===== config.mk =====
export PLATFORM = sky130hd
export DESIGN_NAME = fetch_addr_gen
export DESIGN_NICKNAME = d
export VERILOG_FILES = /design/src/rtl/fetch_pkg.sv /design/src/rtl/fetch_addr_gen_fifo.sv /design/src/rtl/fetch_addr_gen.sv
export SDC_FILE = /design/constraint.sdc
export NUM_CORES = 1
export LEC_CHECK = 0
export ABC_AREA = 1
export CAP_MARGIN = 20
export CELL_PAD_IN_SITES_DETAIL_PLACEMENT = 1
export CELL_PAD_IN_SITES_GLOBAL_PLACEMENT = 1
export CORE_UTILIZATION = 44
export DETAILED_ROUTE_END_ITERATION = 12
export PLACE_DENSITY = 0.85
export SLEW_MARGIN = 40
export SYNTH_ARGS = -nofsm -noshare
export SYNTH_HDL_FRONTEND = slang
export SYNTH_SLANG_ARGS = --single-unit

===== constraint.sdc =====
create_clock -name clk_i -period 11.34 [get_ports clk_i]
set_input_delay 1.134 -clock clk_i [delete_from_list [all_inputs] [get_ports clk_i]]
set_output_delay 1.134 -clock clk_i [all_outputs]
set_load 0.01 [all_outputs]

===== src/rtl/fetch_pkg.sv =====
// Shared types and helpers for the instruction fetch address generator.
package fetch_pkg;

    typedef enum logic [1:0] {
        ST_IDLE = 2'd0,
        ST_REQ  = 2'd1,
        ST_HOLD = 2'd2
    } fetch_state_e;

    // Entry fields are sized for the largest supported configuration
    // (ADDR_W <= 64, FETCH_BYTES <= 16); narrower builds leave the upper bits
    // constant zero so synthesis trims them away.
    localparam int ENT_ADDR_W = 64;
    localparam int ENT_DATA_W = 128;
    localparam int ENT_OFF_W  = 4;

    // Wide enough for any count in 0..8.
    localparam int CNT_W = 4;

    typedef struct packed {
        logic [ENT_ADDR_W-1:0] addr;
        logic [ENT_DATA_W-1:0] data;
        logic [ENT_OFF_W-1:0]  offset;
    } fetch_entry_t;

    localparam int ENT_W = $bits(fetch_entry_t);

    function automatic int clog2_f(input int value);
        int r;
        r = 0;
        for (int i = 0; i < 31; i++) begin
            if ((1 << i) < value) r = i + 1;
        end
        return r;
    endfunction

    // Byte-offset width within one fetch word.
    function automatic int off_w(input int fetch_bytes);
        return clog2_f(fetch_bytes);
    endfunction

endpackage


===== src/rtl/fetch_addr_gen_fifo.sv =====
// Response buffer between the memory interface and the fetch consumer.
// Depth equals the credit limit, so the producer never pushes into a full buffer.
module fetch_fifo
    import fetch_pkg::*;
#(
    parameter int DEPTH = 2
) (
    input  logic             clk_i,
    input  logic             rst_ni,
    input  logic             flush_i,
    input  logic             push_i,
    input  logic [ENT_W-1:0] wdata_i,
    input  logic             pop_i,
    output logic [ENT_W-1:0] rdata_o,
    output logic [CNT_W-1:0] count_o,
    output logic             valid_o
);

    localparam int PTR_W = (DEPTH > 1) ? clog2_f(DEPTH) : 1;
    localparam logic [PTR_W-1:0] PTR_LAST = PTR_W'(DEPTH - 1);

    logic [ENT_W-1:0] mem_q [DEPTH];
    logic [PTR_W-1:0] wr_ptr_q;
    logic [PTR_W-1:0] rd_ptr_q;
    logic [CNT_W-1:0] count_q;
    logic             pop_ok;

    assign pop_ok  = pop_i && (count_q != '0);
    assign valid_o = (count_q != '0);
    assign count_o = count_q;
    assign rdata_o = mem_q[rd_ptr_q];

    // Pointer and occupancy tracking; flush empties the buffer in one cycle.
    always_ff @(posedge clk_i or negedge rst_ni) begin
        if (!rst_ni) begin
            wr_ptr_q <= '0;
            rd_ptr_q <= '0;
            count_q  <= '0;
        end else if (flush_i) begin
            wr_ptr_q <= '0;
            rd_ptr_q <= '0;
            count_q  <= '0;
        end else begin
            if (push_i) wr_ptr_q <= (wr_ptr_q == PTR_LAST) ? '0 : wr_ptr_q + PTR_W'(1);
            if (pop_ok) rd_ptr_q <= (rd_ptr_q == PTR_LAST) ? '0 : rd_ptr_q + PTR_W'(1);
            count_q <= count_q + CNT_W'(push_i) - CNT_W'(pop_ok);
        end
    end

    // Storage array; contents are don't-care until written, so no reset.
    always_ff @(posedge clk_i) begin
        if (push_i && !flush_i) mem_q[wr_ptr_q] <= wdata_i;
    end

endmodule


===== src/rtl/fetch_addr_gen.sv =====
// Sequential instruction fetch address generator with credit-based flow
// control, redirect handling with stale-response discard, and a response
// buffer that tags each word with its address and entry byte offset.
module fetch_addr_gen
    import fetch_pkg::*;
#(
    parameter int                ADDR_W      = 32,
    parameter int                FETCH_BYTES = 4,
    parameter int                MAX_OUTST   = 2,
    parameter logic [ADDR_W-1:0] BOOT_ADDR   = ADDR_W'(32'h0000_0080)
) (
    input  logic                          clk_i,
    input  logic                          rst_ni,
    input  logic                          en_i,
    input  logic                          redirect_i,
    input  logic [ADDR_W-1:0]             redirect_addr_i,
    output logic                          req_o,
    output logic [ADDR_W-1:0]             addr_o,
    input  logic                          gnt_i,
    input  logic                          rvalid_i,
    input  logic [8*FETCH_BYTES-1:0]      rdata_i,
    output logic                          out_valid_o,
    input  logic                          out_ready_i,
    output logic [ADDR_W-1:0]             out_addr_o,
    output logic [8*FETCH_BYTES-1:0]      out_data_o,
    output logic [off_w(FETCH_BYTES)-1:0] out_offset_o
);

    localparam int OFF_W = off_w(FETCH_BYTES);
    localparam logic [CNT_W:0] CREDIT_MAX = (CNT_W + 1)'(MAX_OUTST);

    function automatic logic [ADDR_W-1:0] align_addr(input logic [ADDR_W-1:0] a);
        return {a[ADDR_W-1:OFF_W], {OFF_W{1'b0}}};
    endfunction

    fetch_state_e state_q, state_d;

    logic [ADDR_W-1:0] fetch_addr_q, fetch_addr_d;
    logic [ADDR_W-1:0] resp_addr_q, resp_addr_d;
    logic [OFF_W-1:0]  pend_off_q, pend_off_d;
    logic              first_q, first_d;
    logic [CNT_W-1:0]  outst_q, outst_d;
    logic [CNT_W-1:0]  disc_q, disc_d;

    logic              gnt_fire;
    logic              push;
    logic              pop;
    logic              resp_consumed;
    logic [CNT_W-1:0]  in_flight;
    logic [CNT_W-1:0]  fifo_cnt;
    logic [CNT_W-1:0]  fifo_cnt_d;
    logic              fifo_valid;
    logic              credit_nxt;
    fetch_entry_t      push_entry;
    fetch_entry_t      head;
    logic              unused_head;

    assign gnt_fire      = req_o && gnt_i;
    assign pop           = fifo_valid && out_ready_i;
    assign in_flight     = disc_q + outst_q;
    assign resp_consumed = rvalid_i && (in_flight != '0);

    // Address, offset and in-flight bookkeeping for grants, responses and redirects.
    always_comb begin
        fetch_addr_d = fetch_addr_q;
        resp_addr_d  = resp_addr_q;
        pend_off_d   = pend_off_q;
        first_d      = first_q;
        outst_d      = outst_q;
        disc_d       = disc_q;
        push         = 1'b0;
        if (redirect_i) begin
            // Everything already requested, including a same-cycle grant,
            // belongs to the old stream; a same-cycle response is dropped.
            fetch_addr_d = align_addr(redirect_addr_i);
            resp_addr_d  = align_addr(redirect_addr_i);
            pend_off_d   = redirect_addr_i[OFF_W-1:0];
            first_d      = 1'b1;
            outst_d      = '0;
            disc_d       = in_flight + CNT_W'(gnt_fire) - CNT_W'(resp_consumed);
        end else begin
            // Responses retire stale requests first since memory answers in order.
            if (rvalid_i && (disc_q != '0)) begin
                disc_d = disc_q - CNT_W'(1);
            end else if (rvalid_i && (outst_q != '0)) begin
                outst_d     = outst_q - CNT_W'(1);
                push        = 1'b1;
                resp_addr_d = resp_addr_q + ADDR_W'(FETCH_BYTES);
                first_d     = 1'b0;
            end
            if (gnt_fire) begin
                outst_d      = outst_d + CNT_W'(1);
                fetch_addr_d = fetch_addr_q + ADDR_W'(FETCH_BYTES);
            end
        end
    end

    // Occupancy after this cycle; used so a freed slot re-enables requests next cycle.
    always_comb begin
        fifo_cnt_d = fifo_cnt + CNT_W'(push) - CNT_W'(pop);
        if (redirect_i) fifo_cnt_d = '0;
        credit_nxt = ({1'b0, outst_d} + {1'b0, disc_d} + {1'b0, fifo_cnt_d}) < CREDIT_MAX;
    end

    // FSM state register.
    always_ff @(posedge clk_i or negedge rst_ni) begin
        if (!rst_ni) state_q <= ST_IDLE;
        else         state_q <= state_d;
    end

    // FSM next state; once raised, the request is only withdrawn by a grant.
    always_comb begin
        state_d = state_q;
        unique case (state_q)
            ST_IDLE: if (en_i && credit_nxt) state_d = ST_REQ;
            ST_REQ: begin
                if (gnt_i) begin
                    if (!en_i)           state_d = ST_IDLE;
                    else if (!credit_nxt) state_d = ST_HOLD;
                end
            end
            // With enable low HOLD behaves like IDLE, so no separate exit is needed.
            ST_HOLD: if (en_i && credit_nxt) state_d = ST_REQ;
            default: state_d = ST_IDLE;
        endcase
    end

    // FSM outputs.
    always_comb begin
        req_o  = (state_q == ST_REQ);
        addr_o = fetch_addr_q;
    end

    // Datapath registers.
    always_ff @(posedge clk_i or negedge rst_ni) begin
        if (!rst_ni) begin
            fetch_addr_q <= align_addr(BOOT_ADDR);
            resp_addr_q  <= align_addr(BOOT_ADDR);
            pend_off_q   <= BOOT_ADDR[OFF_W-1:0];
            first_q      <= 1'b1;
            outst_q      <= '0;
            disc_q       <= '0;
        end else begin
            fetch_addr_q <= fetch_addr_d;
            resp_addr_q  <= resp_addr_d;
            pend_off_q   <= pend_off_d;
            first_q      <= first_d;
            outst_q      <= outst_d;
            disc_q       <= disc_d;
        end
    end

    // Buffer entry for the response being accepted this cycle.
    always_comb begin
        push_entry        = '0;
        push_entry.addr   = ENT_ADDR_W'(resp_addr_q);
        push_entry.data   = ENT_DATA_W'(rdata_i);
        push_entry.offset = first_q ? ENT_OFF_W'(pend_off_q) : '0;
    end

    fetch_fifo #(
        .DEPTH (MAX_OUTST)
    ) u_fifo (
        .clk_i   (clk_i),
        .rst_ni  (rst_ni),
        .flush_i (redirect_i),
        .push_i  (push),
        .wdata_i (push_entry),
        .pop_i   (pop),
        .rdata_o (head),
        .count_o (fifo_cnt),
        .valid_o (fifo_valid)
    );

    // Head presentation; fields read as zero while the buffer is empty.
    always_comb begin
        out_valid_o  = fifo_valid;
        out_addr_o   = fifo_valid ? head.addr[ADDR_W-1:0] : '0;
        out_data_o   = fifo_valid ? head.data[8*FETCH_BYTES-1:0] : '0;
        out_offset_o = fifo_valid ? head.offset[OFF_W-1:0] : '0;
    end

    assign unused_head = ^head;

endmodule


# --- Word-level counts from Yosys, hierarchy flattened ---
# Memories as Yosys holds them, arrays and structs flattened.
# Cells that the tools add are included.
# Widths: inputs -> output; s select.
totals:
  elab_cells: 91
  memories: 1
  regBits: 83
  out_inout_bits: 100
  input_bits: 71
  ram_bits: 132
op_classes:
  reduce_logical: 21
  magnitude_cmp: 1
  n_mux: 37
  eq_ne: 6
  add_sub_neg: 15
mem_list:
  columns: ["name", "words", "word_bits", "read_ports", "rd_clocked_by_memory_dff", "wr", "line_no", "source"]
  rows:
  - ["u_fifo.mem_q", 2, 66, 1, 0, 1, "fetch_addr_gen_fifo.sv:22", "logic [ENT_W-1:0] mem_q [DEPTH];"]
op_table:
  columns: ["op", "count"]
  rows:
  - ["$mux 32", 7]
  - ["$add 32x3->32 const B", 2]
  - ["$mux 4", 9]
  - ["$reduce_bool 4->1", 4]
  - ["$mux 1", 14]
  - ["$mux 2", 6]
  - ["$sub 4x1->4", 3]
  - ["$add 4x1->4", 2]
  - ["$logic_and 1x1->1", 8]
  - ["$reduce_bool 2->1", 4]
  - ["$sub 4x1->4 const B", 2]
  - ["$add 4x4->5", 1]
  - ["$add 5x4->5", 1]
  - ["$lt 5x2->1 const B", 1]
  - ["$add 4x1->4 const B", 1]
  - ["$add 4x4->4", 1]
  - ["$ne 2x1->1 const B", 2]
  - ["$pmux 2 s2", 1]
  - ["$ne 3x3->1 const B", 1]
  - ["$reduce_and 3->1", 1]
  - ["$add 1x1->1 const B", 2]
  - ["$eq 2x1->1 const B", 1]
  - ["$eq 2x2->1 const B", 1]
  - ["$logic_not 2->1", 1]
  - ["other kinds (4)", 4]

# --- Longest topological paths before layout ---
# Gate-level depths: netlist of run 1.
depth:
  word_depth: 15
  mapped_depth: 25
  depth_no_buf: 25

# --- Cells and area by module ---
# From an unflattened synthesis of run 1, not the netlist that was laid out.
unflattened:
  hier_cells: 2011
  area_unflattened_um2: 20752.4
by_module_without_submodules:
  columns: ["module", "area_per_inst_um2", "cells_each", "instances", "seq_area_each_um2"]
  rows:
  - ["fetch_fifo", 14687.8, 1072, 1, 11921.4]
  - ["fetch_addr_gen", 6064.6, 939, 1, 1830.5]

# --- Worst setup path before layout of run 1 ---
# Ideal clock, no wire load.
synth_timing:
  path_type: "input -> register"
  from: "in redirect_i"
  to: "mem u_fifo.mem_q[0][0] (netlist name), enable pin"
  required_time_ns: 10.853
  n_path_buf: 1
  path_stages: 4
  arrival_ns: 4.217
  path_slack_ns: 6.635
  setup_time_ns: 0.487
  cell_sequence: "buf_2 > inv_2 > nand2_4 > nor2_1"
synth_via:
  elab_chain_cells: 4
  word_cells_on_any_way: 5
  classes_between: "mux (3); reduce/logical (2)"
synth_rtl:
  columns: ["item", "line_no", "source"]
  rows:
  - ["start, declared", "fetch_addr_gen.sv:15", "input logic redirect_i,"]
  - ["$mux 1 / $logic_not 1->1 (equally long branches)", "fetch_addr_gen.sv:72, fetch_addr_gen_fifo.sv:52", null]
  - ["$logic_and 1x1->1 *", "fetch_addr_gen_fifo.sv:52", "if (push_i && !flush_i) mem_q[wr_ptr_q] <= wdata_i;"]
  - ["$mux 1 *", "fetch_addr_gen_fifo.sv:52", null]
  - ["$mux 1 (not written as such) *", "fetch_addr_gen_fifo.sv:52", null]
  - ["end, declared", "fetch_addr_gen_fifo.sv:22", null]
# Every way passes the cells marked *; elsewhere a longest branch is shown, timed or not.

# --- Worst setup path after layout of run 1 ---
layout_timing:
  from: "in redirect_i"
  to: "reg state_q[0]"
layout_via:
  elab_chain_cells: 9
  word_cells_on_any_way: 13
  classes_between: "add/sub (4); order compare (1); eq/ne (2); mux (4); reduce/logical (2)"
layout_rtl:
  columns: ["item", "line_no", "source"]
  rows:
  - ["$mux 1", "fetch_addr_gen.sv:72", "if (redirect_i) begin"]
  - ["$add 4x1->4", "fetch_addr_gen.sv:100", "fifo_cnt_d = fifo_cnt + CNT_W'(push) - CNT_W'(pop);"]
  - ["$sub 4x1->4", "fetch_addr_gen.sv:100", null]
  - ["$mux 4", "fetch_addr_gen.sv:101", "if (redirect_i) fifo_cnt_d = '0;"]
  - ["$add 5x4->5 *", "fetch_addr_gen.sv:102", "credit_nxt = ({1'b0, outst_d} + {1'b0, disc_d} + {1'b0, fifo_cnt_d}) < CREDIT_MAX;"]
  - ["$lt 5x2->1 *", "fetch_addr_gen.sv:102", null]
  - ["$logic_and 1x1->1", "fetch_addr_gen.sv:115, fetch_addr_gen.sv:123", null]
  - ["$ne 2x1->1 (no line)", null, null]
  - ["$reduce_and 3->1 (no line) *", null, null]
  - ["end signal, assigned", "fetch_addr_gen.sv:108", "else state_q <= state_d;"]
  - ["end, declared", "fetch_addr_gen.sv:36", "fetch_state_e state_q, state_d;"]
# Marked as above.
# A chain may end at the register's enable or synchronous reset.

==> impl_metrics.env, run 1 <==
export IMPL_synth_edf_count=128
export IMPL_drc=0
export IMPL_required_ns=11.76
export IMPL_syn_area_per_cell_um2=8.382
export IMPL_cts_made_buffers=23
export IMPL_critPathMaxStageDelay_ns=0.50
export IMPL_wl_met2_mm=15.26
export IMPL_fin_crit_sh_pct=46.40
export IMPL_crit_path_start_kind="input pin"
export IMPL_antenna_found_initial=0
export IMPL_holdBufCountCts=0
export IMPL_worstSkewPairLatency_ns=0.52
export IMPL_ys_ff_latch=207
export IMPL_drtPass1Iterations=4
export IMPL_endpoint="state_q[0]"
export IMPL_numClockSinks=207
export IMPL_wl_per_cell_um=17.75
export IMPL_syn_to_final_growth_pct=24.72
export IMPL_met1_length_mm=14.11
export IMPL_place_congestion=0.8701
export IMPL_maxSlewViolCount=0
export IMPL_p_leak_nw=6.219
export IMPL_fill_cells=2857
export IMPL_clockBufferDepth=3
export IMPL_slew_headroom_pct=51.71
export IMPL_cp_arrival_ns=5.69
export IMPL_initial_core_util_pct=44.77
export IMPL_status="completed"
export IMPL_setup_viol=0
export IMPL_hold_viol=0
export IMPL_yosysTopAreaCellShare_pct=35.30
export IMPL_fp_row_count=57
export IMPL_synth_top_cells_by_count="514 x nand2_1, 179 x inv_1, 128 x edfxtp_1"
export IMPL_criticalPathCategory="in2reg"
export IMPL_reg2reg_depth=21
export IMPL_seq_area_mm2=0.005826
export IMPL_crit_chain="clkdlybuf4s50_1, buf_4, inv_2, nand2_4, inv_2, ha_1, ha_1, inv_1, ha_1, nor2_1, inv_1, fa_1, inv_1, ha_1, fa_1, nor3_1, nand3_1, a22oi_1"
export IMPL_track_usage_pct=25.67
export IMPL_async_flop_share_pct=38.16
export IMPL_cts_repair_resized=0
export IMPL_cap_violations=0
export IMPL_ys_seq_area_share_pct=53.49
export IMPL_ios=171
export IMPL_vias=9320
export IMPL_fp_dieH_um=159.3
export IMPL_met3_wirelength_mm=1.644
export IMPL_cellPowerDensity_mw_per_mm2=207.8
export IMPL_grt_overflow=0
export IMPL_reg2reg_from="outst_q[0]"
export IMPL_cp_max_fo=44
export IMPL_critPathLaunch="redirect_i"
export IMPL_cts_setup_buffers=0
export IMPL_routed_wl_mm=31.96
export IMPL_synth_area_leaders="edfxtp_1 35%, nand2_1 18%, dfrtp_1 17%, inv_1 6.2%, nand3_1 3.1%"
export IMPL_grt_pass1_wl_mm=52.03
export IMPL_critPathMostFrequentCell="ha_1"
export IMPL_yosys_area_top_type="edfxtp_1"
export IMPL_finalPower_mw=2.822
export IMPL_dieArea_mm2=0.02538
export IMPL_num_antenna_cells=0
export IMPL_core_area_mm2=0.02432
export IMPL_layout_nets=1559
export IMPL_crit_slowest_cell="fa_1"
export IMPL_cts_tree="built"
export IMPL_cts_clk_slew_worst_paths_ns=0.06
export IMPL_drive_gt1_share_pct=5.958
export IMPL_ant_nets=0
export IMPL_worst_slew_pin_slew_ns=0.7244
export IMPL_die_w_um=159.3
export IMPL_multiInputGateArea_mm2=0.004194
export IMPL_period_minus_slack_ns=5.262
export IMPL_via_per_inst=5.175
export IMPL_synth_ff_type="edfxtp_1"
export IMPL_topRoutingLayerUsed="met4"
export IMPL_synthCells=1299
export IMPL_dp_hpwl_mm=22.24
export IMPL_first_iter_violations=479
export IMPL_hold_path_class="reg2reg"
export IMPL_ff2ff_setup_slack_ns=6.49
export IMPL_syn_area_mm2=0.01089
export IMPL_tns_ns=0
export IMPL_skew_ns=0.009935
export IMPL_fmax_ghz=0.1900
export IMPL_grt_pass1_vias=9945
export IMPL_yosysUniqueCellTypes=48
export IMPL_cp_end_kind="flip-flop"
export IMPL_rsz0062_at_grt="no"
export IMPL_grt_max_degree=67
export IMPL_peakVddDrop_uv=154.8
export IMPL_htreeDepth=1
export IMPL_r2r_end="state_q[0]"
export IMPL_clock_root_buffer="clkbuf_16"
export IMPL_synth_warnings=0
export IMPL_port_buffer_count=166
export IMPL_synth_most_common_cell="nand2_1"
==> report_power, final <==
group	internal [mW]	switching (mW)	total [mW]
registers	0.856	0.0686	0.924
logic	0.513	0.666	1.18
clock network	0.420	0.299	0.719
==> flip-flops by register name, indices dropped and copies added, names as in the netlist <==
register and cells:
addr_o 30, disc_q 4, first_q 1, outst_q 4, pend_off_q 2, resp_addr_q 30, state_q 2, u_fifo.count_o 4
u_fifo.mem_q 128, u_fifo.rd_ptr_q 1, u_fifo.wr_ptr_q 1
==> worst min-delay path by stage <==
stage	startpoint	to	slack [ns]	cells after the start
floorplan	state_q[1]	state_q[0]	0.44	1
global placement	state_q[1]	state_q[0]	0.45	1
detailed placement	state_q[1]	state_q[0]	0.47	1
CTS	state_q[1]	state_q[0]	0.48	1
global route	pend_off_q[0]	pend_off_q[0]	0.51	2
finish	pend_off_q[1]	pend_off_q[1]	0.48	2
==> layout make-up <==
| cell class | count | area share [%] |
|---|---|---|
| Clock buffer | 36 | 4.819 |
| Clock inverter | 5 | 0.4699 |
| Inverter | 191 | 5.280 |
| Multi-Input combinational cell | 865 | 30.89 |
| Sequential cell | 207 | 42.90 |
| Tap cell | 324 | 2.985 |
| Timing Repair Buffer | 173 | 12.66 |
==> cell families (layout without fill, tap and decap cells) <==
group / Yosys count / after routing / share of synthesized area [%]
simple gates: 716 / 716 / 27.47
buf+inv: 230 / 405 / 8.274
flops: 207 / 207 / 53.49
compound gates: 90 / 90 / 4.965
xor+xnor: 28 / 28 / 2.252
fa+ha+maj: 27 / 27 / 3.516
other cells: 1 / 4 / 0.03444
==> routing by layer <==
metal  global-route usage [%]  vias up
li1                         -     4423
met5                        0        -
met4                    7.911        0
met1                    34.42     4541
met2                    43.24      294
met3                    3.569       62
==> cells in the final DEF, fill, tap and decap left out, types with 11 or more instances in the layout <==
| cell | count |
|---|---|
| nand2_1 | 512 |
| inv_1 | 178 |
| clkdlybuf4s50_1 | 165 |
| edfxtp_1 | 128 |
| nor2_1 | 77 |
| dfrtp_1 | 75 |
| nand3_1 | 67 |
| o21ai_0 | 31 |
| clkbuf_16 | 23 |
| ha_1 | 21 |
| xor2_1 | 20 |
| a21oi_1 | 18 |
| inv_2 | 13 |
| nor3_1 | 12 |
| o211ai_1 | 12 |
| nand4_1 | 11 |
==> worst max-delay path: cells and delay by family <==
family | cells | cell delay [ns]
AOI/OAI and AO/OA | 1 | 0.18
adders and majority gates | 6 | 2.00
buffers and inverters | 7 | 1.58
and+or+nand+nor | 4 | 0.74
==> through the flow <==
step | hold slack [ns] | std cells | util, % | setup WS, ns | area [um^2]
3_3_place_gp | 0.4548 | 1760 | 52.84 | 5.735 | 12850
2_1_floorplan | 0.4404 | 1302 | - | 6.635 | 10900
6_report | 0.4813 | 1801 | 55.84 | 6.078 | 13580
3_5_place_dp | 0.4693 | 1760 | 52.87 | 5.585 | 12860
5_1_grt | 0.5076 | 1801 | 55.84 | 5.794 | 13580
4_1_cts | 0.4821 | 1801 | 55.83 | 6.098 | 13580
No activity file was read; power rests on OpenSTA's default activity.
==> run 2: changes to the inputs <==
Settings changed: CORE_UTILIZATION 44 to 37, PLACE_DENSITY 0.85 to 0.76.
Clock period 11.34 ns to 4.2 ns, I/O delays scaled along.
==> impl_metrics.env, run 2 (same netlist as run 1, synthesis figures left out) <==
export IMPL_vias=9202
export IMPL_largest_register_ff_count=128
export IMPL_criticalPathCategory="reg2reg"
export IMPL_setup_viol=2
export IMPL_p_seq_share_pct=30.9
export IMPL_required_ns=4.62
export IMPL_cap_violations=0
export IMPL_skew_ns=0.01097
export IMPL_period_minus_slack_ns=4.479
export IMPL_p_leak_nw=6.388
export IMPL_ios=171
export IMPL_fmax_ghz=0.2233
export IMPL_hold_viol=0
export IMPL_num_antenna_cells=0
export IMPL_htreeDepth=1
export IMPL_grt_overflow=0
export IMPL_pre_cts_slack_ns=-0.3897
export IMPL_cellPowerDensity_mw_per_mm2=571.6
export IMPL_multiInputGateArea_mm2=0.004274
export IMPL_ant_nets=0
export IMPL_slew_headroom_pct=51.37
export IMPL_regMostFlops="u_fifo.mem_q"
export IMPL_fill_cells=3431
export IMPL_cts_tree="built"
export IMPL_hold_worst_slack_ns=0.4619
export IMPL_fin_cells=1889
export IMPL_hold_path_class="in2async"
export IMPL_wl_per_cell_um=16.60
export IMPL_status="finished, violations left"
export IMPL_fin_crit_sh_pct=106.6
export IMPL_worstSkewPairLatency_ns=0.52
export IMPL_drtPass1Iterations=4
export IMPL_tns_ns=-0.5252
export IMPL_dp_cells=1839
export IMPL_cp_arrival_ns=4.90
export IMPL_final_common_cell="nand2_1"
export IMPL_cp_end_kind="flip-flop"
export IMPL_syn_to_final_growth_pct=28.82
export IMPL_place_congestion=0.8598
export IMPL_port_buffer_count=166
export IMPL_seq_area_mm2=0.005826
export IMPL_drc=0
export IMPL_rsz0062_at_grt="yes"
export IMPL_cp_max_fo=2
export IMPL_finalPower_mw=8.017
export IMPL_antenna_found_initial=0
export IMPL_swShare_pct=35.90
export IMPL_p_int_mw=5.139
export IMPL_fin_area_mm2=0.01403
export IMPL_clockBufferDepth=3
export IMPL_numClockSinks=207
export IMPL_fp_row_count=62
export IMPL_cts_made_buffers=24
export IMPL_drive_gt1_share_pct=8.904
export IMPL_maxSlewViolCount=0
export IMPL_place_area_mm2=0.01311
export IMPL_most_common_layout_cells="513 x nand2_1, 176 x inv_1, 165 x clkdlybuf4s50_1"
export IMPL_grt_max_degree=66
export IMPL_layout_nets=1586
export IMPL_p_sw_mw=2.878
export IMPL_crit_path_start_kind="flip-flop"
export IMPL_track_usage_pct=21.09
export IMPL_cts_clk_slew_worst_paths_ns=0.06
export IMPL_violations="setup timing"
export IMPL_fp_dieH_um=173.5
export IMPL_combPwrFrac_pct=43.0
export IMPL_routed_wl_mm=31.36
export IMPL_core_area_mm2=0.02886
export IMPL_initial_core_util_pct=37.73
export IMPL_worst_slew_pin_slew_ns=0.7294
export IMPL_final_setup_worst_slack_ns=-0.2792
export IMPL_p_clk_share_pct=26.1
export IMPL_via_per_inst=4.871
export IMPL_first_iter_violations=488
export IMPL_dp_hpwl_mm=22.06
export IMPL_clock_root_buffer="clkbuf_16"
export IMPL_peakVddDrop_uv=379.8
export IMPL_grt_pass1_wl_mm=50.67
export IMPL_die_w_um=173.5
export IMPL_utilization_pct=48.60
export IMPL_grt_pass1_vias=9637
export IMPL_dieArea_mm2=0.03012
run 2: path summary, 6_finish.rpt:
path	end	slack, ns	start	depth (start not counted)
min reg2reg	first_q	0.48	first_q	2
max in group asynchronous	resp_addr_q[27]	2.80	rst_ni	3
min in group clk_i	pend_off_q[1]	0.46	redirect_addr_i[1]	3
min	addr_o[27]	0.46	rst_ni	2
max reg2reg	state_q[0]	-0.28	disc_q[0]	21
max	state_q[0]	-0.28	disc_q[0]	21
run 2: power groups by stage:
stage          sequential [mW]  combinational, mW  clock (mW)
4_1_cts                   2.48               3.42        2.14
3_3_place_gp              2.50               3.22           0
6_report                  2.48               3.45        2.09
3_5_place_dp              2.51               3.34           0
5_1_grt                   2.50               3.83        2.22
2_1_floorplan             2.48               1.72           0
run 2: final cells by class:
class / instances / area share, %
well taps: 384 / 3.426
clock buffers: 34 / 4.915
flip-flops and latches: 207 / 41.53
repair buffers: 199 / 13.79
multi-input cells: 865 / 30.47
clock inverters: 9 / 0.7315
inverters: 191 / 5.129
run 2: timing repair:
| item | in CTS | in global routing |
|---|---|---|
| endpoints found under the setup margin | 2 | 2 |
| setup buffers | 3 | 3 |
| endpoints found under the hold margin | 42 | 0 |
| hold buffers | 1 | 0 |
| resized for setup | 10 | 3 |
| pin swaps | 5 | 3 |
run 2: critical path, cell delays in order, from the launching register on:
cell     delay, ns
dfrtp_1       0.39
ha_4          0.16
inv_2         0.04
fa_2          0.35
xor2_2        0.17
ha_2          0.21
nand3_2       0.07
nand2_1       0.06
inv_1         0.04
ha_1          0.26
inv_1         0.04
ha_2          0.18
fa_2          0.34
or2_4         0.26
a32oi_2       0.25
inv_1         0.08
fa_1          0.50
inv_2         0.06
fa_1          0.49
nor3_2        0.15
nand3_1       0.14
a22oi_1       0.17
run 2: per-layer routing:
layer | GRT usage, % | wire length [um] | part of all wire (%) | up-vias
met3 | 2.675 | 1565 | 5.0 | 41
met1 | 29.01 | 14490 | 46 | 4442
met4 | 4.794 | 573 | 1.8 | 0
met5 | 0 | 0 | 0 | -
met2 | 35.44 | 14720 | 47 | 225
li1 | - | - | - | 4494
==> run 3: changes to the inputs <==
Settings changed: SETUP_SLACK_MARGIN set to 0.4.
==> impl_metrics.env, run 3 (same netlist as run 1, synthesis figures left out) <==
export IMPL_status="finished, violations left"
export IMPL_violations="setup timing"
export IMPL_cts_made_buffers=24
export IMPL_cp_top_family="adder cells"
export IMPL_ant_nets=0
export IMPL_hold_path_class="in2async"
export IMPL_ios=171
export IMPL_p_leak_nw=6.362
export IMPL_vias=9176
export IMPL_cp_max_fo=2
export IMPL_worstSkewPairLatency_ns=0.51
export IMPL_fp_dieH_um=173.5
export IMPL_fmax_ghz=0.2258
export IMPL_cp_end_kind="flip-flop"
export IMPL_crit_slowest_cell="fa_2"
export IMPL_numClockSinks=207
export IMPL_drc=0
export IMPL_fp_row_count=62
export IMPL_cap_violations=0
export IMPL_via_per_inst=4.863
export IMPL_crit_path_start_kind="flip-flop"
export IMPL_topRoutingLayerUsed="met4"
export IMPL_final_setup_worst_slack_ns=-0.2282
export IMPL_core_area_mm2=0.02886
export IMPL_met1_length_mm=14.74
export IMPL_most_common_layout_cells="512 x nand2_1, 174 x inv_1, 165 x clkdlybuf4s50_1"
export IMPL_largest_register_ff_count=128
export IMPL_clock_root_buffer="clkbuf_16"
export IMPL_slew_headroom_pct=51.40
export IMPL_cts_tree="built"
export IMPL_wl_per_cell_um=16.58
export IMPL_worst_path_buf_inv=4
export IMPL_port_buffer_count=166
export IMPL_maxSlewViolCount=0
export IMPL_track_usage_pct=20.92
export IMPL_layout_nets=1583
export IMPL_antenna_found_initial=0
export IMPL_period_minus_slack_ns=4.428
export IMPL_wl_met2_mm=14.59
export IMPL_rsz0062_at_grt="yes"
export IMPL_dieArea_mm2=0.03012
export IMPL_skew_ns=0.01285
export IMPL_place_congestion=0.8753
export IMPL_cp_arrival_ns=4.84
export IMPL_num_antenna_cells=0
export IMPL_grt_max_degree=66
export IMPL_pre_cts_slack_ns=-0.3558
export IMPL_initial_core_util_pct=37.73
export IMPL_regMostFlops="u_fifo.mem_q"
export IMPL_grt_overflow=0
export IMPL_criticalPathCategory="reg2reg"
export IMPL_worst_slew_pin_slew_ns=0.7290
export IMPL_fin_crit_sh_pct=105.4
export IMPL_drive_gt1_share_pct=8.782
export IMPL_drtPass1Iterations=5
export IMPL_final_common_cell="nand2_1"
export IMPL_met3_wirelength_mm=1.216
export IMPL_die_w_um=173.5
export IMPL_htreeDepth=1
export IMPL_required_ns=4.61
export IMPL_crit_chain="ha_2, inv_2, fa_2, xor2_2, ha_2, nand3_2, nand2_2, inv_2, ha_4, inv_2, ha_4, fa_2, nand2_1, and2_4, fa_1, inv_1, ha_2, fa_1, nor3_2, nand3_1, a22oi_1"
export IMPL_setup_viol=2
export IMPL_cts_clk_slew_worst_paths_ns=0.06
export IMPL_peakVddDrop_uv=406.5
export IMPL_clockBufferDepth=3
export IMPL_cellPowerDensity_mw_per_mm2=568.1
export IMPL_hold_viol=0
export IMPL_grt_pass1_wl_mm=50.42
export IMPL_first_iter_violations=448
export IMPL_grt_pass1_vias=9685
export IMPL_critPathMaxStageDelay_ns=0.55
export IMPL_routed_wl_mm=31.28
export IMPL_syn_to_final_growth_pct=28.66
export IMPL_hold_worst_slack_ns=0.4594
export IMPL_dp_hpwl_mm=22.00
export IMPL_fill_cells=3424
[run 3: cell count changes in the layout (fill, tap and decap cells not counted), moves of 2 or more]
| cell | before | now |
|---|---|---|
| clkbuf_1 | 6 | 4 |
| clkinv_1 | 1 | 5 |
| buf_4 | 31 | 27 |
| inv_2 | 14 | 17 |
| clkbuf_8 | 3 | 0 |
| inv_1 | 176 | 174 |
[run 3: timing repair]
| action | in CTS | in global routing |
|---|---|---|
| pin swaps | 12 | 4 |
| setup buffers | 2 | 2 |
| setup endpoints to repair | 2 | 2 |
| hold buffers | 0 | 1 |
| resized for setup | 10 | 0 |
| endpoints found under the hold margin | 0 | 54 |
[run 3: worst paths after layout]
check | slack [ns] | from | cells past startpoint | end
max | -0.23 | outst_q[0] | 21 | state_q[0]
min | 0.46 | rst_ni | 2 | addr_o[30]
max reg2reg | -0.23 | outst_q[0] | 21 | state_q[0]
min reg2reg | 0.47 | pend_off_q[1] | 2 | pend_off_q[1]
max in group asynchronous | 2.91 | rst_ni | 3 | resp_addr_q[7]
min in group clk_i | 0.47 | pend_off_q[1] | 2 | pend_off_q[1]
[run 3: per-layer routing]
metal	GRT usage, %	up-vias
li1	-	4490
met1	29.06	4398
met2	34.97	239
met3	2.039	49
met4	5.457	0
met5	0	-
[run 3: stage by stage]
stage / TNS [ns] / cell area (um^2) / std cells / utilization [%] / power (mW)
after global routing: -0.9026 / 14010 / 1887 / 48.54 / 8.482
after floorplan: -0.02555 / 10920 / 1302 / - / 4.223
after global placement: -0.2205 / 13110 / 1838 / 45.42 / 5.718
after detailed placement: -0.7088 / 13110 / 1838 / 45.42 / 5.833
after CTS: -0.6089 / 13980 / 1884 / 48.44 / 8.038
final: -0.4346 / 14010 / 1887 / 48.54 / 7.959
[run 3: final cells by class]
cell class                 instances  area (um^2)  area share (%)
multi-input combinational        865         4274           30.51
clock buffer                      29        640.6           4.573
timing repair buffer             196         1916           13.67
sequential                       207         5826           41.59
inverter                         191        716.9           5.118
clock inverter                    15        155.1           1.108
tap                              384        480.5           3.430
[run 3: where the power goes]
group          internal (mW)  switching, mW
clock network           1.27          0.822
registers               2.31          0.167
logic                   1.52           1.87
